$ cat config.mk
export PLATFORM = sky130hd
export DESIGN_NAME = fp_issue_wb
export DESIGN_NICKNAME = d
export VERILOG_FILES = /design/src/rtl/fp_issue_wb.sv
export SDC_FILE = /design/constraint.sdc
export NUM_CORES = 1
export LEC_CHECK = 0
export ABC_CLOCK_PERIOD_IN_PS = 4600
export BUFFER_PORTS_ARGS = -buffer_cell sky130_fd_sc_hd__buf_2
export CAP_MARGIN = 40
export CORE_UTILIZATION = 36
export CTS_CLUSTER_SIZE = 20
export DETAILED_ROUTE_END_ITERATION = 7
export HOLD_SLACK_MARGIN = 0.06
export PLACE_DENSITY = 0.59
export SYNTH_ARGS = -nofsm -noshare
export SYNTH_HDL_FRONTEND = slang
export SYNTH_SLANG_ARGS = --single-unit
$ cat constraint.sdc
create_clock -name clk_i -period 4.6 [get_ports clk_i]
set_input_delay 0.46 -clock clk_i [delete_from_list [all_inputs] [get_ports clk_i]]
set_output_delay 0.46 -clock clk_i [all_outputs]
set_load 0.005 [all_outputs]
$ cat src/rtl/fp_issue_wb.sv
// FP issue/writeback stage: issues decoded ops to the FPU, tracks them in an in-order
// tag FIFO, writes results back to the FP or integer RF and accumulates fflags.
module fp_issue_wb #(
    parameter int unsigned FLEN  = 32,
    parameter int unsigned XLEN  = 32,
    parameter int unsigned DEPTH = 4
) (
    input  logic                     clk_i,
    input  logic                     rst_ni,
    input  logic                     dec_valid_i,
    input  logic                     dec_regwrite_i,
    input  logic                     dec_int_dst_i,
    input  logic [4:0]               dec_waddr_i,
    input  logic [14:0]              dec_raddr_i,
    input  logic [2:0]               dec_rs_used_i,
    output logic                     stall_o,
    output logic                     fpu_in_valid_o,
    input  logic                     fpu_in_ready_i,
    output logic [$clog2(DEPTH)-1:0] fpu_tag_o,
    input  logic                     fpu_out_valid_i,
    output logic                     fpu_out_ready_o,
    input  logic [$clog2(DEPTH)-1:0] fpu_tag_i,
    input  logic [FLEN-1:0]          fpu_result_i,
    input  logic [4:0]               fpu_status_i,
    input  logic                     flush_i,
    output logic                     fpu_flush_o,
    output logic                     fp_rf_we_o,
    output logic [4:0]               fp_rf_waddr_o,
    output logic [FLEN-1:0]          fp_rf_wdata_o,
    output logic                     int_rf_we_o,
    output logic [4:0]               int_rf_waddr_o,
    output logic [XLEN-1:0]          int_rf_wdata_o,
    input  logic                     fflags_clr_i,
    output logic [4:0]               fflags_o,
    output logic                     busy_o,
    output logic                     error_o
);

    localparam int unsigned TAG_W = $clog2(DEPTH);
    localparam int unsigned CNT_W = $clog2(DEPTH + 1);

    logic [TAG_W-1:0] wptr_q;
    logic [TAG_W-1:0] rptr_q;
    logic [CNT_W-1:0] cnt_q;
    logic [DEPTH-1:0] ent_valid_q;
    logic [DEPTH-1:0] ent_regwrite_q;
    logic [DEPTH-1:0] ent_int_dst_q;
    logic [4:0]       ent_waddr_q [DEPTH];
    logic             wb_valid_q;

    logic hazard;
    logic full;
    logic accept;
    logic pop;
    logic head_regwrite;
    logic head_int_dst;

    // RAW check: any in-flight FP write, including the one currently being written back
    always_comb begin
        hazard = 1'b0;
        for (int i = 0; i < int'(DEPTH); i++) begin
            for (int k = 0; k < 3; k++) begin
                if (ent_valid_q[i] && ent_regwrite_q[i] && !ent_int_dst_q[i] &&
                    dec_rs_used_i[k] && (ent_waddr_q[i] == dec_raddr_i[5*k +: 5])) begin
                    hazard = 1'b1;
                end
            end
        end
        for (int k = 0; k < 3; k++) begin
            if (fp_rf_we_o && dec_rs_used_i[k] && (fp_rf_waddr_o == dec_raddr_i[5*k +: 5])) begin
                hazard = 1'b1;
            end
        end
    end

    assign full            = (cnt_q == CNT_W'(DEPTH));
    assign fpu_in_valid_o  = dec_valid_i & ~hazard & ~full & ~flush_i;
    assign accept          = fpu_in_valid_o & fpu_in_ready_i;
    assign stall_o         = dec_valid_i & ~accept;
    assign fpu_tag_o       = wptr_q;
    assign fpu_out_ready_o = (cnt_q != '0) & ~flush_i;
    assign pop             = fpu_out_valid_i & fpu_out_ready_o;
    assign fpu_flush_o     = flush_i;
    assign busy_o          = (cnt_q != '0) | wb_valid_q;
    assign head_regwrite   = ent_regwrite_q[rptr_q];
    assign head_int_dst    = ent_int_dst_q[rptr_q];

    // Tag FIFO: wptr doubles as the FPU tag, results must come back in order
    always_ff @(posedge clk_i or negedge rst_ni) begin
        if (!rst_ni) begin
            wptr_q         <= '0;
            rptr_q         <= '0;
            cnt_q          <= '0;
            ent_valid_q    <= '0;
            ent_regwrite_q <= '0;
            ent_int_dst_q  <= '0;
            for (int i = 0; i < int'(DEPTH); i++) begin
                ent_waddr_q[i] <= '0;
            end
        end else if (flush_i) begin
            wptr_q      <= '0;
            rptr_q      <= '0;
            cnt_q       <= '0;
            ent_valid_q <= '0;
        end else begin
            if (accept) begin
                ent_valid_q[wptr_q]    <= 1'b1;
                ent_regwrite_q[wptr_q] <= dec_regwrite_i;
                ent_int_dst_q[wptr_q]  <= dec_int_dst_i;
                ent_waddr_q[wptr_q]    <= dec_waddr_i;
                wptr_q                 <= wptr_q + TAG_W'(1);
            end
            if (pop) begin
                ent_valid_q[rptr_q] <= 1'b0;
                rptr_q              <= rptr_q + TAG_W'(1);
            end
            cnt_q <= cnt_q + CNT_W'(accept) - CNT_W'(pop);
        end
    end

    // Writeback stage: the registered strobes are the RF write ports
    always_ff @(posedge clk_i or negedge rst_ni) begin
        if (!rst_ni) begin
            wb_valid_q     <= 1'b0;
            fp_rf_we_o     <= 1'b0;
            fp_rf_waddr_o  <= '0;
            fp_rf_wdata_o  <= '0;
            int_rf_we_o    <= 1'b0;
            int_rf_waddr_o <= '0;
            int_rf_wdata_o <= '0;
        end else if (flush_i) begin
            wb_valid_q  <= 1'b0;
            fp_rf_we_o  <= 1'b0;
            int_rf_we_o <= 1'b0;
        end else begin
            wb_valid_q  <= pop;
            fp_rf_we_o  <= pop & head_regwrite & ~head_int_dst;
            int_rf_we_o <= pop & head_regwrite & head_int_dst;
            if (pop) begin
                fp_rf_waddr_o  <= ent_waddr_q[rptr_q];
                fp_rf_wdata_o  <= fpu_result_i;
                int_rf_waddr_o <= ent_waddr_q[rptr_q];
                int_rf_wdata_o <= XLEN'(fpu_result_i);
            end
        end
    end

    // Sticky exception flags and protocol error
    always_ff @(posedge clk_i or negedge rst_ni) begin
        if (!rst_ni) begin
            fflags_o <= '0;
            error_o  <= 1'b0;
        end else begin
            if (pop) begin
                fflags_o <= fflags_clr_i ? fpu_status_i : (fflags_o | fpu_status_i);
            end else if (fflags_clr_i) begin
                fflags_o <= '0;
            end
            if ((pop && (fpu_tag_i != rptr_q)) || (fpu_out_valid_i && (cnt_q == '0))) begin
                error_o <= 1'b1;
            end
        end
    end

endmodule

# Yosys cells after proc, flatten, opt, wreduce, memory -nomap -nowiden
# Cells that the tools add are included.
# op_classes
addsub	4
n_lt_le_gt_ge	7
n_eq_ne	17
mux	46
n_bitwise	22
reduce_logical	55
# op_table
cell	n
$eq A5 B5 Y1	15
$logic_and A1 B1 Y1	43
$mux W5	6
$mux W1	22
$bwmux W20	1
$mux W4	4
$and A1 B1 Y1	10
$bmux W5 S2	1
$demux W5 S2	1
$bwmux W4	2
$mux W2	4
$ge A3 B3 Y1 const B	2
$lt A2 B3 Y1 const B	2
$not A2 Y3	2
$reduce_bool A2 Y1	3
$not A1 Y1	5
$or A5 B5 Y5	1
$add A2 B1 Y2 const B	2
$and A4 B4 Y4	1
$bmux W1 S2	2
$demux W1 S2	2
$ge A2 B1 Y1 const B	2
$logic_not A1 Y1	4
$not A4 Y4	1
12 further kinds	13
# word_totals
regBits	85
input_bits	71
output_inout_bits	89
word_cells	168

# Depth between registers and ports, before layout
# Gate-level depths: netlist of run 1.
# depth
depth_word	29
ltp_mapped	16

# Worst setup path before layout of run 1
# OpenSTA, ideal clock, no wires.
# synth_timing
path_type	input -> register
startpoint	input port dec_raddr_i[13]
endpoint	register cnt_q[2]
setup_ps	132
arrival_time_ps	3026
required_ps	4468
slack_ps	1442
path_stages	16
cell_sequence	buf_4 xnor2_1 nand4_1 nor2_2 or3_4 nor4_4 and2_2 inv_1 ha_1 inv_1 ha_1 inv_1 fa_1 xor2_1 xnor2_1 nor2_1
# synth_via
elab_chain_cells	23
# synth_lines
element	line_no	text
start, declared	14	input logic [14:0] dec_raddr_i,
$eq A5 B5 Y1	64	dec_rs_used_i[k] && (ent_waddr_q[i] == dec_raddr_i[5*k +: 5])) begin
$logic_and A1 B1 Y1	64	
$mux W1 (10 in a row)	63	if (ent_valid_q[i] && ent_regwrite_q[i] && !ent_int_dst_q[i] &&
$mux W1 (2 in a row)	70	if (fp_rf_we_o && dec_rs_used_i[k] && (fp_rf_waddr_o == dec_raddr_i[5*k +: 5])) begin
$mux W1 (*)	70	
$not A1 Y1 (*)	77	assign fpu_in_valid_o = dec_valid_i & ~hazard & ~full & ~flush_i;
$and A1 B1 Y1 (*) (3 in a row)	77	
net fpu_in_valid_o	17	output logic fpu_in_valid_o,
$and A1 B1 Y1 (*)	78	assign accept = fpu_in_valid_o & fpu_in_ready_i;
$add A3 B1 Y3 (*)	117	cnt_q <= cnt_q + CNT_W'(accept) - CNT_W'(pop);
$sub A3 B1 Y3 (*)	117	
$mux W3 (*)	100	end else if (flush_i) begin
end signal, assigned	117	
end, declared	44	logic [CNT_W-1:0] cnt_q;
# The timed path passes the listed nets; every way through them passes the cells marked *.
# A chain may end at the register's enable or synchronous reset.

# Final worst setup path of run 1
# layout_timing
startpoint	register ent_waddr_q[5] (netlist name)
endpoint	register cnt_q[2]
# layout_via
elab_chain_cells	19
# layout_lines
element	line_no	text
start, declared	48	logic [4:0] ent_waddr_q [DEPTH];
start signal, assigned by index	110	ent_waddr_q[wptr_q] <= dec_waddr_i;
$eq A5 B5 Y1	64	
$logic_and A1 B1 Y1	64	
$mux W1 (2 in a row)	63	
$mux W1 (*) (4 in a row)	63	
$mux W1 (*) (3 in a row)	70	
$not A1 Y1 (*)	77	
$and A1 B1 Y1 (*) (3 in a row)	77	
$and A1 B1 Y1 (*)	78	
$add A3 B1 Y3 (*)	117	
$sub A3 B1 Y3 (*)	117	
$mux W3 (*)	100	
# Mark *: on every way between the ends. The rest lies on a longest branch, timed or not.

==> reports/qor.yml, run 1 <==
comb_power_share_pct: 36.6
area_growth_pct: 17.8
p_int_w: 0.00227
cts_resized: 0
cp_slowest_cell: "dfrtp_1"
syn_inst: 420
synth_top_area_share_pct: 42.1
place_inst: 691
nFillCells: 1304
clock_latency_ps: 340
cp_common_cell: "inv_1"
grt-ovfl-total: 0
drc: 0
postSynthAreaPerCell_um2: 12.0
ys_seq_area_share_pct: 42.1
finalNetCount: 608
cts_setup_buffers: 0
netlist_top_cells_area: "dfrtp_1 (42%), xnor2_1 (9.5%), mux2_4 (8.3%)"
synth_edf_count: 0
clock.fmax_ghz: 0.293
rows: 42
postRouteAntennaNets: 0
dp_hpwl_mm: 9.53
async_flop_share_pct: 100
routed_wirelength_mm: 12.7
finalCriticalPeriod_ps: 3420
p_clk_share_pct: 23.2
final_cells: 707
htree_levels: 3
drt_iter0_drc: 161
synth_area_mm2: 0.00505
yosysTopAreaCell: "dfrtp_1"
wl_per_cell_um: 17.9
hold_buffers: 0
initial_utilization_pct: 37.6
timing.final.ws_setup_ps: 1180
place.port_buffers: 159
slew_viol_final: 0
slew_headroom_pct: 48.9
fin_setup_tns_ps: 0
worst_pin_slew_ps: 766
cts_root_buf: "clkbuf_16"
insertedDiodeCount: 0
grt_max_degree: 51
cts_tree: "done"
firstDrtPassIters: 4
avgViaCountPerCell: 4.86
r2r_slack_ps: 1180
holdCritPathClass: "input port to async pin"
switching_power_w: 0.00115
rsz0062_at_grt: "no"
syn-num-nets: 502
clk_path_buf_depth: 2
criticalPathCategory: "flip-flop to flip-flop"
cp.required_ps: 4830
synth_common_cells: "dfrtp_1 (85), xnor2_1 (55), buf_4 (42), mux2_2 (37), mux2_4 (28)"
drive_above_1_share_pct: 47.5
worstPathArrival_ps: 3650
swShare_pct: 33.6
ios: 160
cts.sinks: 85
synthFlopType: "dfrtp_1"
cts_buffers: 9
clkTransAtPathRegs_ps: 70
coreArea_mm2: 0.0135
drv_cap: 0
leakage_nw: 2.77
peakVddDrop_v: 0.000181
fp.dieArea_mm2: 0.0145
path_cells: "xor2_1, or4_1, o22ai_1, or3_1, nor4_4, and2_2, inv_1, ha_1, inv_1, ha_1, inv_1, fa_1, xor2_1, xnor2_1, nor2_1"
status: "complete, no violations"
die_w_um: 120
place_congestion: 0.839
track_usage_pct: 18.5
grt_pass1_vias: 3527
p_total_w: 0.00342
dpl_worst_slack_ps: 915
cp-start-kind: "flip-flop"
finalCritPeriodShare_pct: 74.3
die_y_um: 120
worst-path-max-fanout: 8
p_per_area_mw_per_mm2: 575
ys_seq_elements: 85
yosys_warnings: 0
synth_most_common_cell: "dfrtp_1"
pwr-share-seq_pct: 40.2
final_hold_viol_count: 0
end_kind: "flip-flop"
num_vias: 3439
synth.distinct_cells: 43
skew_ps: 9.14
antenna_found_initial: 0
setup_viol: 0
slowest_delay_ps: 510
grt_pass1_wl_mm: 20.1
power groups by stage:
stage	clock network, W	logic (W)	registers (W)
after floorplan	0	0.000987	0.00130
after global placement	0	0.00126	0.00138
after detailed placement	0	0.00127	0.00139
after CTS	0.000825	0.00128	0.00138
after global routing	0.000858	0.00139	0.00143
final	0.000796	0.00125	0.00137
final timing paths:
path                                 start              end  cells after the start
max                         ent_waddr_q[5]         cnt_q[2]                     15
min                                 rst_ni  ent_waddr_q[17]                      1
max reg2reg                 ent_waddr_q[5]         cnt_q[2]                     15
min reg2reg                 ent_valid_q[0]   ent_valid_q[0]                      1
max in group asynchronous           rst_ni        rptr_q[1]                      2
min in group clk_i         fpu_status_i[3]      fflags_o[3]                      3
final cells by class:
type                       count  area [um^2]  area share [%]
timing repair buffer         161          813            13.7
multi-input combinational    257         2430            40.8
clock buffer                  10          229            3.84
inverter                      12         45.0           0.756
clock inverter                 6         93.8            1.58
tap                          176          220            3.70
sequential                    85         2130            35.7
cell families (layout without fill, tap and decap cells):
group | after synthesis | in the layout | synth area share (%)
flops | 85 | 85 | 42.1
xor+xnor | 80 | 80 | 13.9
buf+inv | 78 | 189 | 9.90
mux | 72 | 72 | 19.9
simple gates | 72 | 72 | 8.81
compound gates | 22 | 22 | 2.57
fa+ha+maj | 11 | 11 | 2.87
stage by stage:
step,hold WS [ps],cell area (um^2),utilization (%)
3_5_place_dp,465,5630,41.9
4_1_cts,89.8,5960,44.3
2_1_floorplan,164,5050,-
3_3_place_gp,453,5630,41.9
5_1_grt,117,5960,44.3
6_report,82.1,5960,44.3
placed cells by master, fill, tap and decap left out, types with 3 or more instances in the layout:
cell	instances
a21oi_1	6
nand2b_1	4
nand2_1	7
mux2_4	28
and3_1	5
nor2b_1	3
clkbuf_16	9
buf_2	158
o21ai_0	7
buf_4	3
mux2_2	37
mux4_2	4
o21a_1	4
xnor2_1	55
xor2_1	25
inv_1	12
nor4_1	7
ha_1	10
nand4_1	14
nor2_1	7
nand3_1	9
mux4_1	3
dfrtp_1	85
sequential cells by signal, indices dropped and copies added (netlist names):
| name | flops |
|---|---|
| wb_valid_q | 1 |
| fp_rf_we_o | 1 |
| cnt_q | 3 |
| fflags_o | 5 |
| fpu_tag_o | 2 |
| ent_valid_q | 4 |
| error_o | 1 |
| rptr_q | 2 |
| int_rf_wdata_o | 32 |
| int_rf_we_o | 1 |
| ent_waddr_q | 20 |
| ent_int_dst_q | 4 |
| ent_regwrite_q | 4 |
| int_rf_waddr_o | 5 |
critical path: cells and delay by family, from the launching register on:
family / cells / cell delay, ps
simple gates: 5 / 1270
fa+ha+maj: 3 / 780
flops: 1 / 510
xor+xnor: 3 / 510
buf+inv: 3 / 150
compound gates: 1 / 70
layer usage:
layer	GRT usage [%]	share of wire (%)
met1	26.9	47
met2	28.0	48
met3	3.21	3.6
met4	5.56	1.3
met5	0	0
No activity file was read; power rests on OpenSTA's default activity.
==> run 2, diff against run 1 <==
--- a/config.mk
+++ b/config.mk
@@ -5,14 +5,14 @@
 export SDC_FILE = /design/constraint.sdc
 export NUM_CORES = 1
 export LEC_CHECK = 0
-export ABC_CLOCK_PERIOD_IN_PS = 4600
+export ABC_CLOCK_PERIOD_IN_PS = 3100
 export BUFFER_PORTS_ARGS = -buffer_cell sky130_fd_sc_hd__buf_2
 export CAP_MARGIN = 40
 export CORE_UTILIZATION = 36
 export CTS_CLUSTER_SIZE = 20
 export DETAILED_ROUTE_END_ITERATION = 7
 export HOLD_SLACK_MARGIN = 0.06
-export PLACE_DENSITY = 0.59
+export PLACE_DENSITY = 0.61
 export SYNTH_ARGS = -nofsm -noshare
 export SYNTH_HDL_FRONTEND = slang
 export SYNTH_SLANG_ARGS = --single-unit
==> constraint.sdc (replaced) <==
create_clock -name clk_i -period 3.1 [get_ports clk_i]
set_input_delay 0.31 -clock clk_i [delete_from_list [all_inputs] [get_ports clk_i]]
set_output_delay 0.31 -clock clk_i [all_outputs]
set_load 0.005 [all_outputs]
==> run 2 against run 1 <==
Sequential share of layout area is 1.4 points lower. Clock skew fell by 1.5 ps. Combinational power increased by 70%. Register-to-register slack got worse by 1100 ps. Via count increased by 2.0%. Non-clock buffer count rose by 30. Worst hold slack got worse by 10 ps. Wire length up 0.84%.
==> reports/qor.yml, run 2 (synthesized netlist as in run 1, its figures left out) <==
p_int_w: 0.00345  # +52%
fp.dieArea_mm2: 0.0145  # unchanged
grt_pass1_vias: 3440  # -2.5%
hold_buffers: 0  # unchanged
grt_max_degree: 66  # +29%
crit_buf_inv: 3  # unchanged
clk_path_buf_depth: 2  # unchanged
cts_tree: "done"
p_clk_share_pct: 21.2  # -2.0 points
routed_wirelength_mm: 12.8  # +0.84%
cp_slowest_cell: "or3_4"
slowest_delay_ps: 410  # -100 ps
worst_pin_slew_ps: 848  # +81.7 ps
die_y_um: 120  # unchanged
swShare_pct: 33.8  # +0.27 points
nFillCells: 1256  # -3.7%
firstDrtPassIters: 4  # unchanged
layout_common_cells: "buf_2 (158), dfrtp_1 (73), xnor2_1 (54), mux2_2 (37), buf_4 (33)"
htree_levels: 3  # unchanged
drc: 0  # unchanged
final_common_cell: "buf_2"
place_inst: 710  # +2.7%
skew_ps: 7.61  # -1.52 ps
status: "complete, no violations"
dp_hpwl_mm: 9.47  # -0.62%
clock.fmax_ghz: 0.335  # +15%
clock_latency_ps: 340  # about the same
register_area_mm2: 0.00214  # +0.71%
setup_viol: 0  # unchanged
area_growth_pct: 23.6
critical_path.top_delay_family: "simple AND/OR/NAND/NOR gates"
cp_common_cell: "inv_2"
peakVddDrop_v: 0.000393  # +120%
grt-ovfl-total: 0  # unchanged
drt_iter0_drc: 132  # -18%
multi_input_area_mm2: 0.00250  # +3.0%
finalCritPeriodShare_pct: 96.3  # +22 points
initial_utilization_pct: 37.6  # unchanged
drive_above_1_share_pct: 54.9  # +7.4 points
regMostFlops: "int_rf_wdata_o"
ios: 160  # unchanged
slew_viol_final: 0  # unchanged
cp-start-kind: "flip-flop"
grt_pass1_wl_mm: 19.4  # -3.9%
track_usage_pct: 17.7  # -0.84 points
worst-path-max-fanout: 3  # -5
switching_power_w: 0.00176  # +53%
holdCritPathClass: "input port to async pin"
num_vias: 3508  # +2.0%
cts.sinks: 85  # unchanged
coreArea_mm2: 0.0135  # unchanged
path_cells: "nand3b_1, nor4_2, or3_4, nor4_4, and2_4, inv_2, ha_4, inv_2, ha_4, inv_2, fa_2, xor2_1, xnor2_1, nor2_1"
wl_per_cell_um: 17.4  # -3.3%
finalCriticalPeriod_ps: 2980  # -434 ps
place.port_buffers: 159  # unchanged
pwr-share-seq_pct: 38.0  # -2.2 points
final_hold_viol_count: 0  # unchanged
clkTransAtPathRegs_ps: 70  # about the same
end_kind: "flip-flop"
worstPathArrival_ps: 3210  # -440 ps
place_congestion: 0.889  # +6.0%
die_w_um: 120  # unchanged
postRouteAntennaNets: 0  # unchanged
comb_power_share_pct: 40.8  # +4.2 points
largest_reg_flops: 32  # unchanged
final_cells: 737  # +4.2%
cp.required_ps: 3330  # -1500 ps
avgViaCountPerCell: 4.76  # -2.1%
leakage_nw: 2.90  # +4.8%
reg_top3: "int_rf_wdata_o x32, ent_waddr_q x20"
rsz0062_at_grt: "no"
cts_buffers: 9  # unchanged
antenna_found_initial: 1  # +1
cts_root_buf: "clkbuf_16"
p_per_area_mw_per_mm2: 834  # +45%
insertedDiodeCount: 0  # unchanged
drv_cap: 0  # unchanged
finalNetCount: 638  # +4.9%
criticalPathCategory: "flip-flop to flip-flop"
fin_setup_tns_ps: 0  # unchanged
rows: 42  # unchanged
slew_headroom_pct: 43.5  # -5.4 points
run 2: cell types whose count changed in the layout (fill, tap and decap cells not counted), moves of 2 or more:
cell,change
buf_4,+30
dfrtp_1,-12
dfrtp_2,+12
inv_1,-3
inv_2,+3
nor4_1,-3
nor4_2,+3
ha_1,-2
ha_4,+2
run 2: worst paths after layout:
check	start	end	slack [ps]	cells past startpoint
min in group clk_i	fpu_status_i[3]	fflags_o[3]	180	3
min	rst_ni	ent_waddr_q[17]	70	1
max reg2reg	ent_int_dst_q[1]	cnt_q[2]	120	14
max	ent_int_dst_q[1]	cnt_q[2]	120	14
min reg2reg	error_o	error_o	460	1
max in group asynchronous	rst_ni	int_rf_wdata_o[26]	2310	2
run 2: area by class of cell:
class	instances	share of cell area (%)
inverters	12	0.721
repair buffers	191	16.6
multi-input cells	257	40.0
clock inverters	6	1.14
well taps	176	3.52
flip-flops and latches	85	34.3
clock buffers	10	3.67
run 2: per-stage QoR:
step	power, W	setup WS [ps]	hold slack [ps]	area (um^2)	utilization [%]
floorplan	0.00339	83.5	14.4	5050	-
global placement	0.00401	-9.43	456	5780	42.9
detailed placement	0.00403	0.311	450	5780	42.9
CTS	0.00516	12.2	117	6080	45.2
global route	0.00555	13.7	153	6250	46.4
finish	0.00521	115	71.9	6250	46.4
run 2: timing repair:
action                                  CTS  global route
setup buffers                             0            12
endpoints found under the setup margin    1             1
resized for setup                         1            27
pin swaps                                 0            15
run 2: worst reg2reg max path, delay by kind of cell, from the launching register on:
family	cells	cell delay, ps
fa+ha+maj	3	690
simple gates	6	1340
flops	1	390
xor+xnor	2	310
buf+inv	3	130
run 2: per-layer routing:
metal	GRT usage (%)	share of wire, %
met1	25.1	47
met2	27.4	48
met3	3.02	4.4
met4	5.32	0.98
met5	0	0
run 2: power groups by stage:
stage               combinational, W  clock (W)  sequential, W
global route                 0.00232    0.00119        0.00205
CTS                          0.00204    0.00113        0.00198
finish                       0.00212    0.00111        0.00198
floorplan                    0.00146          0        0.00193
global placement             0.00203          0        0.00197
detailed placement           0.00203          0        0.00200
==> run 3, diff against run 2 <==
--- a/config.mk
+++ b/config.mk
@@ -5,6 +5,7 @@
 export SDC_FILE = /design/constraint.sdc
 export NUM_CORES = 1
 export LEC_CHECK = 0
+export ABC_AREA = 1
 export ABC_CLOCK_PERIOD_IN_PS = 3100
 export BUFFER_PORTS_ARGS = -buffer_cell sky130_fd_sc_hd__buf_2
 export CAP_MARGIN = 40
@@ -12,7 +13,7 @@
 export CTS_CLUSTER_SIZE = 20
 export DETAILED_ROUTE_END_ITERATION = 7
 export HOLD_SLACK_MARGIN = 0.06
-export PLACE_DENSITY = 0.61
+export PLACE_DENSITY = 0.59
 export SYNTH_ARGS = -nofsm -noshare
 export SYNTH_HDL_FRONTEND = slang
 export SYNTH_SLANG_ARGS = --single-unit
==> run 3 against run 2 <==
Clock power about the same. Non-clock buffer count down 23. Die area grew 17%. Critical endpoint unchanged. Via count is 71% higher.
==> reports/qor.yml, run 3 <==
status: "complete, no violations"
htree_levels: 3  # unchanged
clk_path_buf_depth: 2  # unchanged
clock_latency_ps: 350  # about the same
drt_iter0_drc: 384  # +190%
cts_buffers: 9  # unchanged
cts_tree: "done"
p_per_area_mw_per_mm2: 720  # -14%
busiest_layer: "met2"
worst_pin_slew_ps: 718  # -130 ps
synth_edf_count: 0  # unchanged
final_common_cell: "nand2_1"
fp.dieArea_mm2: 0.0170  # +17%
avgViaCountPerCell: 4.82  # +1.3%
path_cells: "inv_1, nand2_1, nand2_1, nor2_1, nand2_1, nor2_1, nor2_1, nand2_1, nor2_1, nand4_2, ha_1, inv_1, ha_1, inv_1, fa_1, and3_1, nor3_1"
largest_reg_flops: 32  # unchanged
layout_common_cells: "nand2_1 (408), buf_2 (158), nor2_1 (92), dfrtp_1 (85), inv_1 (60)"
track_usage_pct: 23.0  # +5.4 points
clkTransAtPathRegs_ps: 70  # about the same
timing.hold.worst_endpoint: "int_rf_wdata_o[16]"
num_vias: 5991  # +71%
grt_pass1_vias: 5277  # +53%
cts_root_buf: "clkbuf_16"
final_hold_viol_count: 0  # unchanged
slowest_delay_ps: 490  # +80 ps
yosysTopAreaCell: "dfrtp_1"
r2r_cells: 17  # +3
initial_utilization_pct: 37.2  # -0.38 points
drc: 0  # unchanged
postSynthAreaPerCell_um2: 6.53  # -46%
coreArea_mm2: 0.0160  # +19%
rsz0062_at_grt: "no"
async_flop_share_pct: 100  # unchanged
grt_use_met3_pct: 3.26  # +0.24 points
routed_wirelength_mm: 19.3  # +51%
worstPathArrival_ps: 3180  # -30 ps
place.port_buffers: 159  # unchanged
cp-start-kind: "flip-flop"
worst-path-max-fanout: 9  # +6
grt-ovfl-total: 0  # unchanged
holdCritPathClass: "input port to flip-flop"
r2r-start: "ent_waddr_q[0]"
peakVddDrop_v: 0.000369  # -6.0%
dp_hpwl_mm: 14.7  # +55%
drive_above_1_share_pct: 21.8  # -33 points
syn_inst: 911  # +120%
finalCritPeriodShare_pct: 93.8  # -2.5 points
drv_cap: 0  # unchanged
synth_common_cells: "nand2_1 (408), nor2_1 (92), dfrtp_1 (85), inv_1 (60), buf_4 (40)"
yosys_warnings: 0  # unchanged
synth.distinct_cells: 39  # -9.3%
wl_per_cell_um: 15.6  # -10%
finalCriticalPeriod_ps: 2910  # -77.4 ps
worstHoldPathCells: 3
cp_slowest_cell: "dfrtp_1"
synth_area_mm2: 0.00595  # +18%
ys_seq_elements: 85  # unchanged
r2r_slack_ps: 190  # +80 ps
die_w_um: 131  # +8.4%
hold_start: "fpu_result_i[16]"
clock.fmax_ghz: 0.344  # +2.7%
grt_pass1_wl_mm: 29.2  # +51%
synth_most_common_cell: "nand2_1"
r2r-end: "cnt_q[2]"
skew_ps: 10.4  # +2.82 ps
fin_util_pct: 43.4  # -3.0 points
met2_usage_pct: 35.0  # +7.6 points
postRouteAntennaNets: 0  # unchanged
firstDrtPassIters: 5  # +1
ios: 160  # unchanged
die_y_um: 131  # +8.4%
regMostFlops: "int_rf_wdata_o"
end_kind: "flip-flop"
crit_cells: 17  # +3
setup_viol: 0  # unchanged
grt_max_degree: 55  # -17%
synth_top_area_share_pct: 35.7  # -6.3 points
insertedDiodeCount: 0  # unchanged
fin_setup_tns_ps: 0  # unchanged
netlist_top_cells_area: "dfrtp_1 (36%), nand2_1 (26%), nor2_1 (5.8%)"
gr-usage-met1_pct: 32.0  # +6.9 points
synthFlopType: "dfrtp_1"
crit_buf_inv: 3  # unchanged
ys_seq_area_share_pct: 35.7  # -6.3 points
finalNetCount: 1104  # +73%
criticalPathCategory: "flip-flop to flip-flop"
slew_viol_final: 0  # unchanged
antenna_found_initial: 0  # -1
leakage_nw: 3.94  # +36%
cts_setup_buffers: 0  # unchanged
cp.required_ps: 3370  # +40 ps
place_congestion: 1.02  # +14%
critical_path.top_delay_family: "simple AND/OR/NAND/NOR gates"
syn-num-nets: 993  # +98%
cts.sinks: 85  # unchanged
slew_headroom_pct: 52.1  # +8.7 points
rows: 46  # +9.5%
reg_top3: "int_rf_wdata_o x32, ent_waddr_q x20"
area_growth_pct: 16.8
## run 3: final cells by class
type	instances	area, um^2
clock inverter	6	68.8
inverter	89	337
fill	1757	9050
tap	216	270
sequential	85	2130
clock buffer	10	229
multi-input combinational	669	3040
timing repair buffer	168	881
## run 3: metrics by stage
step           power (W)  hold slack [ps]  cell area (um^2)  setup WS, ps  std cells
2_1_floorplan    0.00324             14.4              5950           524        911
3_3_place_gp     0.00390              423              6640           249       1226
3_5_place_dp     0.00390              416              6640           208       1226
4_1_cts          0.00503              132              6950           217       1243
5_1_grt          0.00542              142              6950          29.8       1243
6_report         0.00500              144              6950           193       1243
## run 3: worst min-delay path, delay by kind of cell
family	cells	cell delay (ps)
simple gates	2	80
buf+inv	1	70
## run 3: report_power, final
| part | total, W | switching, W | leakage (nW) | internal [W] |
|---|---|---|---|---|
| sequential | 0.00192 | 0.000445 | 1.10 | 0.00148 |
| combinational | 0.00197 | 0.00116 | 2.69 | 0.000814 |
| clock | 0.00111 | 0.000475 | 0.144 | 0.000632 |
## run 3: cell families (layout without fill, tap and decap cells)
kind of cell    after synthesis  in the layout  synth area share [%]
xor+xnor                      9              9                  1.32
compound gates               68             68                  6.01
simple gates                581            581                  41.3
flops                        85             85                  35.7
buf+inv                     157            273                  13.2
fa+ha+maj                    11             11                  2.44
## run 3: how the worst max path moves through the flow
stage | from | slack [ps] | to
floorplan | cnt_q[1] | 520 | cnt_q[2]
global placement | dec_raddr_i[11] | 250 | cnt_q[2]
detailed placement | dec_raddr_i[11] | 210 | cnt_q[2]
CTS | ent_waddr_q[0] | 220 | cnt_q[2]
global route | ent_waddr_q[0] | 30 | cnt_q[2]
finish | ent_waddr_q[0] | 190 | cnt_q[2]
## run 3: what timing repair did
action / CTS / global route
endpoints found under the hold margin: 52 / 0
hold buffers: 1 / 0
resized for setup: 0 / 0
## run 3: layer usage
layer / wire length (um) / vias to the layer above
met1: 8800 / 2714
met3: 1180 / 44
li1: - / 3002
met2: 8670 / 231
met4: 694 / 0
met5: 0 / -
